===== config.mk =====
export PLATFORM = sky130hd
export DESIGN_NAME = ped_crossing_ctrl
export DESIGN_NICKNAME = d
export VERILOG_FILES = /design/src/rtl/ped_pkg.sv /design/src/rtl/btn_debounce.sv /design/src/rtl/ped_crossing_ctrl.sv
export SDC_FILE = /design/constraint.sdc
export NUM_CORES = 1
export LEC_CHECK = 0
export CAP_MARGIN = 0
export CORE_MARGIN = 3
export CORE_UTILIZATION = 47
export DETAILED_ROUTE_END_ITERATION = 10
export HOLD_SLACK_MARGIN = 0.1
export PLACE_DENSITY = 0.82
export SYNTH_ARGS = -nofsm -noshare
export SYNTH_HDL_FRONTEND = slang
export SYNTH_SLANG_ARGS = --single-unit

===== constraint.sdc =====
create_clock -name clk -period 1.7 [get_ports clk]
set_input_delay 0.425 -clock clk [delete_from_list [all_inputs] [get_ports clk]]
set_output_delay 0.425 -clock clk [all_outputs]
set_load 0.02 [all_outputs]

===== src/rtl/ped_pkg.sv =====
// Shared definitions for the pedestrian crossing controller: phase encoding,
// default timing parameters and the vehicle lamp one-hot legality check.
package ped_pkg;

    typedef enum logic [1:0] {
        IDLE  = 2'd0,
        WALK  = 2'd1,
        CLEAR = 2'd2
    } state_t;

    localparam int DEBOUNCE_TICKS_DEF = 3;
    localparam int WALK_TICKS_DEF     = 5;
    localparam int CLEAR_TICKS_DEF    = 3;
    localparam int CNT_W_DEF          = 4;

    // True when exactly one vehicle lamp is lit.
    function automatic logic lamp_legal(input logic r, input logic y, input logic g);
        return (r & ~y & ~g) | (~r & y & ~g) | (~r & ~y & g);
    endfunction

endpackage


===== src/rtl/btn_debounce.sv =====
// Push-button conditioner: 2-flop synchronizer, tick-based debounce counter
// and release lock. Emits a single-clock press pulse on the tick where the
// stable-high count reaches DEBOUNCE_TICKS.
module btn_debounce
    import ped_pkg::*;
#(
    parameter int DEBOUNCE_TICKS = DEBOUNCE_TICKS_DEF,
    parameter int CNT_W          = CNT_W_DEF
) (
    input  logic clk,
    input  logic rst,
    input  logic tick,
    input  logic btn,
    output logic press
);

    localparam logic [CNT_W-1:0] FULL = CNT_W'(DEBOUNCE_TICKS);
    localparam logic [CNT_W-1:0] LAST = CNT_W'(DEBOUNCE_TICKS - 1);

    logic             sync1;
    logic             sync2;
    logic [CNT_W-1:0] cnt;

    // Bring the raw button into the clock domain.
    always_ff @(posedge clk or posedge rst) begin
        if (rst) begin
            sync1 <= 1'b0;
            sync2 <= 1'b0;
        end else begin
            sync1 <= btn;
            sync2 <= sync1;
        end
    end

    // Count stable-high ticks; holding at FULL locks out repeats until release.
    always_ff @(posedge clk or posedge rst) begin
        if (rst) begin
            cnt <= '0;
        end else if (!sync2) begin
            cnt <= '0;
        end else if (tick && (cnt != FULL)) begin
            cnt <= cnt + 1'b1;
        end
    end

    assign press = sync2 & tick & (cnt == LAST);

endmodule


===== src/rtl/ped_crossing_ctrl.sv =====
// Pedestrian crossing controller downstream of the vehicle traffic-light FSM.
// Grants WALK only on a vehicle red start edge with a pending request, then a
// flashing clearance phase; aborts to IDLE if red drops or a lamp fault occurs.
// Optional build macro PED_COUNTDOWN_EN drives countdown with the clearance
// counter during CLEAR; otherwise countdown is tied to 0.
module ped_crossing_ctrl
    import ped_pkg::*;
#(
    parameter int DEBOUNCE_TICKS = DEBOUNCE_TICKS_DEF,
    parameter int WALK_TICKS     = WALK_TICKS_DEF,
    parameter int CLEAR_TICKS    = CLEAR_TICKS_DEF,
    parameter int CNT_W          = CNT_W_DEF
) (
    input  logic             clk,
    input  logic             rst,
    input  logic             tick,
    input  logic             btn,
    input  logic             red,
    input  logic             yellow,
    input  logic             green,
    output logic             walk,
    output logic             dont_walk,
    output logic [CNT_W-1:0] countdown,
    output logic             req_pending,
    output logic             fault
);

    localparam logic [CNT_W-1:0] WALK_LOAD  = CNT_W'(WALK_TICKS);
    localparam logic [CNT_W-1:0] CLEAR_LOAD = CNT_W'(CLEAR_TICKS);

    state_t           state;
    logic [CNT_W-1:0] cnt;
    logic             red_q;
    logic             press;
    logic             red_edge;
    logic             fault_next;
    logic             enter_walk;
    logic             abort;

    btn_debounce #(
        .DEBOUNCE_TICKS (DEBOUNCE_TICKS),
        .CNT_W          (CNT_W)
    ) u_debounce (
        .clk   (clk),
        .rst   (rst),
        .tick  (tick),
        .btn   (btn),
        .press (press)
    );

    // A fault seen this clock already blocks entry and forces an abort.
    assign red_edge   = red & ~red_q;
    assign fault_next = fault | ~lamp_legal(red, yellow, green);
    assign enter_walk = (state == IDLE) & red_edge & (req_pending | press) & ~fault_next;
    assign abort      = ~red | fault_next;

    // Red edge history and sticky lamp-legality fault.
    always_ff @(posedge clk or posedge rst) begin
        if (rst) begin
            red_q <= 1'b0;
            fault <= 1'b0;
        end else begin
            red_q <= red;
            fault <= fault_next;
        end
    end

    // Request latch: a new press wins over the clear on WALK entry.
    always_ff @(posedge clk or posedge rst) begin
        if (rst) begin
            req_pending <= 1'b0;
        end else begin
            req_pending <= press | (req_pending & ~enter_walk);
        end
    end

    // Crossing phase sequencer with registered lamp and countdown outputs.
    always_ff @(posedge clk or posedge rst) begin
        if (rst) begin
            state     <= IDLE;
            cnt       <= '0;
            walk      <= 1'b0;
            dont_walk <= 1'b1;
`ifdef PED_COUNTDOWN_EN
            countdown <= '0;
`endif
        end else begin
            case (state)
                IDLE: begin
                    if (enter_walk) begin
                        state     <= WALK;
                        cnt       <= WALK_LOAD;
                        walk      <= 1'b1;
                        dont_walk <= 1'b0;
                    end
                end
                WALK: begin
                    if (abort) begin
                        state     <= IDLE;
                        cnt       <= '0;
                        walk      <= 1'b0;
                        dont_walk <= 1'b1;
                    end else if (tick) begin
                        if (cnt == '0) begin
                            state     <= CLEAR;
                            cnt       <= CLEAR_LOAD;
                            walk      <= 1'b0;
                            dont_walk <= 1'b1;
`ifdef PED_COUNTDOWN_EN
                            countdown <= CLEAR_LOAD;
`endif
                        end else begin
                            cnt <= cnt - 1'b1;
                        end
                    end
                end
                CLEAR: begin
                    if (abort || (tick && (cnt == '0))) begin
                        state     <= IDLE;
                        cnt       <= '0;
                        walk      <= 1'b0;
                        dont_walk <= 1'b1;
`ifdef PED_COUNTDOWN_EN
                        countdown <= '0;
`endif
                    end else if (tick) begin
                        cnt       <= cnt - 1'b1;
                        dont_walk <= ~dont_walk;
`ifdef PED_COUNTDOWN_EN
                        countdown <= cnt - 1'b1;
`endif
                    end
                end
                default: begin
                    state     <= IDLE;
                    cnt       <= '0;
                    walk      <= 1'b0;
                    dont_walk <= 1'b1;
                end
            endcase
        end
    end

`ifndef PED_COUNTDOWN_EN
    assign countdown = '0;
`endif

endmodule


* Yosys cells after proc, flatten, opt, wreduce, memory -nomap -nowiden
Index checks and enable logic that the tools add are counted.
** Word-level totals
- Input bits :: 7
- Output and inout port bits :: 8
- Bits in registers :: 17
- Logic and storage cells :: 85
** Cells by class
- Equality and inequality tests :: 10
- Reductions and logical operators :: 8
- Add/sub/neg operators :: 2
- Bitwise logic cells :: 27
- Mux-type cells :: 28
** Operators with widths (count)
- $mux W4 :: 8
- $and A1 B1 Y1 :: 13
- $pmux W4 S3 :: 1
- $mux W1 :: 11
- $mux W2 :: 5
- $ne A3 B3 Y1 const B :: 3
- $not A1 Y1 :: 8
- $reduce_and A4 Y1 :: 2
- $ne A2 B2 Y1 const B :: 3
- $or A1 B1 Y1 :: 6
- $pmux W1 S3 :: 2
- $pmux W2 S3 :: 1
- $add A4 B1 Y4 const B :: 1
- $eq A4 B2 Y1 const B :: 1
- $logic_not A4 Y1 :: 1
- $ne A4 B2 Y1 const B :: 1
- $sub A4 B1 Y4 const B :: 1
- $reduce_and A3 Y1 :: 1
- $eq A2 B1 Y1 const B :: 1
- $eq A2 B2 Y1 const B :: 1
- $logic_and A1 B1 Y1 :: 2
- $logic_not A2 Y1 :: 1
- $logic_or A1 B1 Y1 :: 1

* Depth between registers and ports, before layout
Gate-level depths: netlist of run 1.
- Depth in word-level cells :: 12
- Depth in mapped cells :: 8
- Gate-level depth less buffers :: 7

* Modules after synthesis
From an unflattened synthesis of run 1, not the netlist that was laid out.
** Unflattened totals
- Cell total of the unflattened synthesis :: 95
- Area, all modules :: 943.4 µm²
** Modules (own cells, without submodules)
- ped_crossing_ctrl :: cells each 68, sequential area each 251.5 µm², times used 1, area each 651.9 µm²
- btn_debounce :: cells each 27, sequential area each 150.1 µm², times used 1, area each 291.5 µm²

* Least setup slack after synthesis of run 1
OpenSTA, ideal clock, no wires.
- Path type :: reg-to-reg
- Start :: register fault
- End :: register dont_walk
- Buffers on the path :: 0
- Library setup time :: 83 ps
- Period minus slack after synthesis :: 1696 ps
- Cell stages (with the launch flop) :: 5
- Data required time :: 1617 ps
- Data arrival time :: 1612 ps
- Path slack :: 4 ps
- Cells stage by stage :: dfrtp_1 or4b_4 o21ai_4 nand3_4 o32a_1
** On the way
- Cells in the longest elaborated chain, start to end :: 5
- Elaborated cells on any way between the ends :: 13
- Those cells by class :: 4 x eq/ne; 3 x mux; 4 x bitwise; 2 x reduce/logical
** RTL lines
- start: declaration :: line ped_crossing_ctrl.sv:25 : output logic fault
- start signal: assignment :: line ped_crossing_ctrl.sv:64 : fault <= fault_next;
- $or A1 B1 Y1 (*) :: line ped_crossing_ctrl.sv:53 : assign fault_next = fault | ~lamp_legal(red, yellow, green);
- $or A1 B1 Y1 or $not A1 Y1 (tied branches) :: line ped_crossing_ctrl.sv:55, ped_crossing_ctrl.sv:54
- $logic_or A1 B1 Y1 or $and A1 B1 Y1 (tied branches) :: line ped_crossing_ctrl.sv:118, ped_crossing_ctrl.sv:54
- $ne A3 B3 Y1 (no source line), or another cell as far along
- $reduce_and A4 Y1 (no source line) or $pmux W1 S3 (tied branches)
- end signal: assignment :: line ped_crossing_ctrl.sv:128 : dont_walk <= ~dont_walk;
- end: declaration :: line ped_crossing_ctrl.sv:22 : output logic dont_walk,
Mark *: on every way between the ends. The rest lies on a longest branch, timed or not.
A chain may end at the register's enable or synchronous reset.

* Worst setup path after layout of run 1
Ends and elaborated chain as after synthesis.

==> metrics.yaml, run 1 <==
avgViaCountPerCell: 5.60
p_leak_nw: 0.567
seq_area_frac_synth_pct: 41.4
max_freq_ghz: 0.593
report.final.setup_viol: 0
port_buffers: 10
drt_iter0_markers: 17
cts_buffers: 3
hpwlAfterDp_um: 1530
worstPathMaxFanout: 8
synth-edff-count: 0
hp-class: "reg2reg"
clock_sinks: 16
syn_avg_cell_area_um2: 9.70
ios: 15
die_w_um: 51.4
ys_seq_elements: 16
arrival_ns: 1.93
initial_core_util_pct: 52.7
rsz0062_at_grt: "yes"
vdd_drop_max_uv: 549
track_usage_pct: 19.2
cts.clk_slew.worst_paths_ns: 0.10
synthesis.area_um2: 970
gp_congestion: 0.812
clock_latency_ns: 0.30
crit_type: "reg2reg"
drive_gt1_share_pct: 23.8
clockRootBuffer: "clkbuf_4"
synth_warnings: 0
crit_required_ns: 1.94
place_inst: 146
core_um2: 1840
period_minus_slack_ns: 1.69
diodes: 0
ant_nets: 0
num_rows: 15
netlist_top_cells_area: "dfrtp_1 39%, ha_1 5.2%, o21ai_0 3.1%, buf_4 3.1%, nand2_1 3.1%"
layout.cells.non_filler: 151
hold_buffers: 0
synth_ff_type: "dfrtp_1"
slew_viol_final: 0
htree_num_levels: 1
cp_slowest_cell: "or4b_4"
holdWs_ns: 0.380
routed_wirelength_um: 2110
grt_max_degree: 17
die_h_um: 51.4
endpoint_kind: "flop"
finalPower_mw: 0.831
grt_pass1_vias: 887
grt_overflow: 0
synthMostInstantiatedCell: "dfrtp_1"
area_delta_synth_final_pct: 28.0
critical_path.startpoint_type: "flop"
max-cap-violations: 0
post-route-period-util_pct: 99.2
setup_ws_ns: 0.0138
vias: 846
place_ws_ns: -0.494
synth_cell_types: 37
grt_pass1_wl_um: 3820
async_reset_ff_share_pct: 100
outcome: "finished clean"
drc_errors: 0
cts_tree: "built"
dpl-instance-area_um2: 1180
skew_ns: 0.00664
netlist_instances: 100
dieArea_um2: 2640
max_stage_delay_ns: 0.54
first_pass_iters: 4
antenna_found_initial: 0
wire_per_inst_um: 14.0
clockBufferDepth: 2
cellPowerDensity_nw_per_um2: 670
design_area_um2: 1240
crit_chain: "or4b_4 -> o21ai_4 -> nand3_4 -> o32a_1"
synth_top_area_cell: "dfrtp_1"
synth_common_cells: "15 x dfrtp_1, 8 x nand2_1, 8 x nor2_1, 7 x inv_1, 6 x o21ai_0"
hold_viol: 0
nets: 138
netlist.area_leader.share_pct: 38.7
-- final timing paths --
path	end	cells past startpoint	slack, ns	start
hold / removal	u_debounce.sync2$_DFF_PP0_	0	0.38	u_debounce.sync1$_DFF_PP0_
hold reg to reg	u_debounce.sync2$_DFF_PP0_	0	0.38	u_debounce.sync1$_DFF_PP0_
max in group asynchronous	dont_walk$_DFFE_PP1P_	3	1.02	rst
min in group asynchronous	red_q$_DFF_PP0_	3	0.44	rst
setup reg to reg	dont_walk$_DFFE_PP1P_	4	0.01	fault$_DFF_PP0_
setup / recovery	dont_walk$_DFFE_PP1P_	4	0.01	fault$_DFF_PP0_
-- metrics by stage --
stage	TNS (ns)	util, %
2_1_floorplan	0	-
3_3_place_gp	-2.49	64.4
3_5_place_dp	-3.04	64.4
4_1_cts	-0.0291	66.6
5_1_grt	-0.0627	67.5
6_report	0	67.5
-- power by group --
group          switching (mW)  leakage (nW)  internal, mW
Clock                   0.134        0.0210         0.131
Sequential             0.0178         0.201         0.398
Combinational          0.0820         0.345        0.0687
-- repair_timing --
item / CTS / global route
buffers inserted: 0 / 1
gates resized for setup: 11 / 3
pin swaps: 3 / 3
endpoints found under the setup margin: 10 / 5
-- critical path: cells and delay by family (launching register included) --
family	cells	cell delay, ns
AO/OA/AOI/OAI	2	0.54
flip-flops	1	0.40
AND/OR/NAND/NOR	2	0.69
-- logic make-up (layout without fill, tap and decap cells) --
group / Yosys count / after routing / share of synthesized area (%)
compound gates: 25 / 25 / 19.4
xor+xnor: 5 / 5 / 4.52
fa+ha+maj: 4 / 4 / 5.16
buf+inv: 14 / 37 / 6.97
flops: 16 / 16 / 41.4
other cells: 1 / 4 / 0.387
simple gates: 35 / 35 / 22.2
-- final cells by class --
type	count	area, um2
Fill cell	141	598
Sequential cell	16	402
Multi-Input combinational cell	73	534
Tap cell	25	31.3
Inverter	7	26.3
Clock buffer	4	36.3
Timing Repair Buffer	26	211
-- layer usage --
layer / GRT usage (%) / wire, um / part of all wire, %
met2: 34.5 / 1070 / 50
met1: 21.6 / 919 / 44
met4: 10.5 / 54 / 2.6
met5: 0 / 0 / 0
met3: 2.62 / 71 / 3.4
-- state kept, by name, summed over array words and instances, names as in the netlist --
name / count
cnt: 4
u_debounce.cnt: 4
state: 2
dont_walk: 1
fault: 1
red_q: 1
req_pending: 1
u_debounce.sync1: 1
u_debounce.sync2: 1
-- layout by cell type, fill, tap and decap left out, types with 3 or more instances in the layout --
cell type        count
conb_1               4
xnor2_1              3
clkdlybuf4s50_1      3
clkbuf_4             3
inv_1                7
nand4_1              3
buf_4               16
nand2_1              8
o21ai_0              3
and2_1               4
nor3_1               3
ha_1                 4
a21oi_1              3
dfrtp_1             15
nor2_1               8
dlygate4sd2_1        7
Note: power is estimated with default switching activity, not from simulation.
==> inputs of run 2 (changes only) <==
--- a/config.mk
+++ b/config.mk
@@ -7,10 +7,10 @@
 export LEC_CHECK = 0
 export CAP_MARGIN = 0
 export CORE_MARGIN = 3
-export CORE_UTILIZATION = 47
+export CORE_UTILIZATION = 56
 export DETAILED_ROUTE_END_ITERATION = 10
 export HOLD_SLACK_MARGIN = 0.1
-export PLACE_DENSITY = 0.82
+export PLACE_DENSITY = 0.83
 export SYNTH_ARGS = -nofsm -noshare
 export SYNTH_HDL_FRONTEND = slang
 export SYNTH_SLANG_ARGS = --single-unit
==> constraint.sdc (replaced) <==
create_clock -name clk -period 2 [get_ports clk]
set_input_delay 0.5 -clock clk [delete_from_list [all_inputs] [get_ports clk]]
set_output_delay 0.5 -clock clk [all_outputs]
set_load 0.02 [all_outputs]
==> run 2 against run 1 <==
Die area down 14%. Flip-flop and latch count unchanged. Clock power is 20% lower. Highest routed layer unchanged. Global-route usage up 0.097 points. Final area down 5.6%. Combinational power decreased by 18%. Sequential share of layout area is 1.9 points higher. Total power is 17% lower.
==> metrics.yaml, run 2 (synthesis results as in run 1) <==
hp-class: "reg2reg"
internal-power_mw: 0.508
nets: 132
skew_ns: 0.00115
max_freq_ghz: 0.515
outcome: "finished clean"
clock_latency_ns: 0.29
finalPower_mw: 0.689
avgViaCountPerCell: 5.84
htree_num_levels: 1
arrival_ns: 1.44
setup_ws_ns: 0.0584
vdd_drop_max_uv: 620
grt_pass1_wl_um: 3030
power_frac_comb_pct: 18.0
die_w_um: 47.6
max-cap-violations: 0
final_cell_mix: "15 x dfrtp_1, 10 x clkdlybuf4s50_1, 10 x buf_4"
initial_core_util_pct: 62.2
crit_buf_inv: 1
reg_top3: "cnt (4), u_debounce.cnt (4), state (2)"
diodes: 0
endpoint_kind: "output pin"
grt_pass1_vias: 725
clockRootBuffer: "clkbuf_4"
worstSetupEndpoint: "dont_walk"
crit_type: "reg2out"
port_buffers: 10
crit_chain: "clkdlybuf4s50_1"
worstPathMaxFanout: 3
cts_resized: 0
holdWs_ns: 0.360
num_rows: 14
cellPowerDensity_nw_per_um2: 588
clkPwrFrac_pct: 30.7
hpwlAfterDp_um: 1440
ff2ff_setup_slack_ns: 0.34
wire_per_inst_um: 13.8
final.fill_count: 111
vias: 794
crit_required_ns: 1.50
cts_tree: "built"
drive_gt1_share_pct: 17.5
grt_overflow: 0
final_common_cell: "dfrtp_1"
critical_path.startpoint_type: "flop"
cp.depth: 1
crit_path_start: "dont_walk$_DFFE_PP1P_"
cts.clk_slew.worst_paths_ns: 0.09
rsz0062_at_grt: "no"
post-route-period-util_pct: 97.1
drt_iter0_markers: 15
cp_slowest_cell: "clkdlybuf4s50_1"
slew_viol_final: 0
worst_pin_slew_ns: 0.584
cp_top_family: "buffers and inverters"
area_delta_synth_final_pct: 20.8
ios: 15
reg2reg_from: "fault$_DFF_PP0_"
grt_max_degree: 17
routed_wirelength_um: 1880
period_minus_slack_ns: 1.94
gp_congestion: 0.828
max_stage_delay_ns: 0.60
ant_nets: 0
reg2regPathDepth: 4
hold_viol: 0
p_sw_share_pct: 26.3
first_pass_iters: 4
p_leak_nw: 0.518
switchingPower_mw: 0.181
cts_buffers: 3
hold_buffers: 0
clockBufferDepth: 2
core_um2: 1560
pwr-share-seq_pct: 51.3
place_inst: 132
report.final.setup_viol: 0
track_usage_pct: 19.3
post-cts-setup-buffers: 0
dieArea_um2: 2270
reg2reg_to: "dont_walk$_DFFE_PP1P_"
max_slew_margin_pct: 61.0
drc_errors: 0
die_h_um: 47.6
place_ws_ns: -0.238
clock_sinks: 16
antenna_found_initial: 0
layout.cells.non_filler: 136
[run 2: power by group through the flow]
stage / clock network [mW] / registers, mW / logic (mW)
floorplan: 0 / 0.363 / 0.0727
global placement: 0 / 0.358 / 0.119
detailed placement: 0 / 0.360 / 0.124
CTS: 0.222 / 0.354 / 0.125
global route: 0.236 / 0.356 / 0.136
finish: 0.212 / 0.354 / 0.124
[run 2: cell type report]
| type | instances | area, um2 | share of cell area [%] |
|---|---|---|---|
| clock buffers | 4 | 36.3 | 3.10 |
| inverters | 7 | 26.3 | 2.24 |
| multi-input cells | 73 | 512 | 43.7 |
| flip-flops and latches | 16 | 402 | 34.3 |
| well taps | 16 | 20.0 | 1.71 |
| repair buffers | 20 | 175 | 15.0 |
[run 2: worst reg2reg max path, delay by kind of cell, from the launching register on]
family | cells | cell delay, ns
and+or+nand+nor | 2 | 0.65
DFF | 1 | 0.43
AOI/OAI and AO/OA | 2 | 0.52
[run 2: how the worst min path moves through the flow]
| stage | start | end | depth (start not counted) |
|---|---|---|---|
| final | u_debounce.sync1$_DFF_PP0_ | u_debounce.sync2$_DFF_PP0_ | 0 |
| after global routing | u_debounce.sync1$_DFF_PP0_ | u_debounce.sync2$_DFF_PP0_ | 0 |
| after CTS | u_debounce.sync1$_DFF_PP0_ | u_debounce.sync2$_DFF_PP0_ | 0 |
| after detailed placement | u_debounce.sync1$_DFF_PP0_ | u_debounce.sync2$_DFF_PP0_ | 0 |
| after global placement | u_debounce.sync1$_DFF_PP0_ | u_debounce.sync2$_DFF_PP0_ | 0 |
| after floorplan | u_debounce.sync1$_DFF_PP0_ | u_debounce.sync2$_DFF_PP0_ | 0 |
[run 2: through the flow]
step	TNS, ns	util (%)	instance area, um2
CTS	0	75.1	1170
global placement	-0.821	72.8	1130
finish	0	75.1	1170
detailed placement	-1.12	72.8	1130
global route	0	75.1	1170
floorplan	0	-	981
[run 2: per-layer routing]
layer	global-route usage, %	wire, um	vias up
met3	4.89	81	4
met5	0	0	-
met2	33.4	925	24
li1	-	-	394
met4	6.45	26	0
met1	23.3	841	372
==> inputs of run 3 (changes only) <==
--- a/config.mk
+++ b/config.mk
@@ -11,6 +11,7 @@
 export DETAILED_ROUTE_END_ITERATION = 10
 export HOLD_SLACK_MARGIN = 0.1
 export PLACE_DENSITY = 0.83
+export SLEW_MARGIN = 20
 export SYNTH_ARGS = -nofsm -noshare
 export SYNTH_HDL_FRONTEND = slang
 export SYNTH_SLANG_ARGS = --single-unit
==> results of run 3 <==
No change in the layout: final DEF, timing and power equal those of run 2.
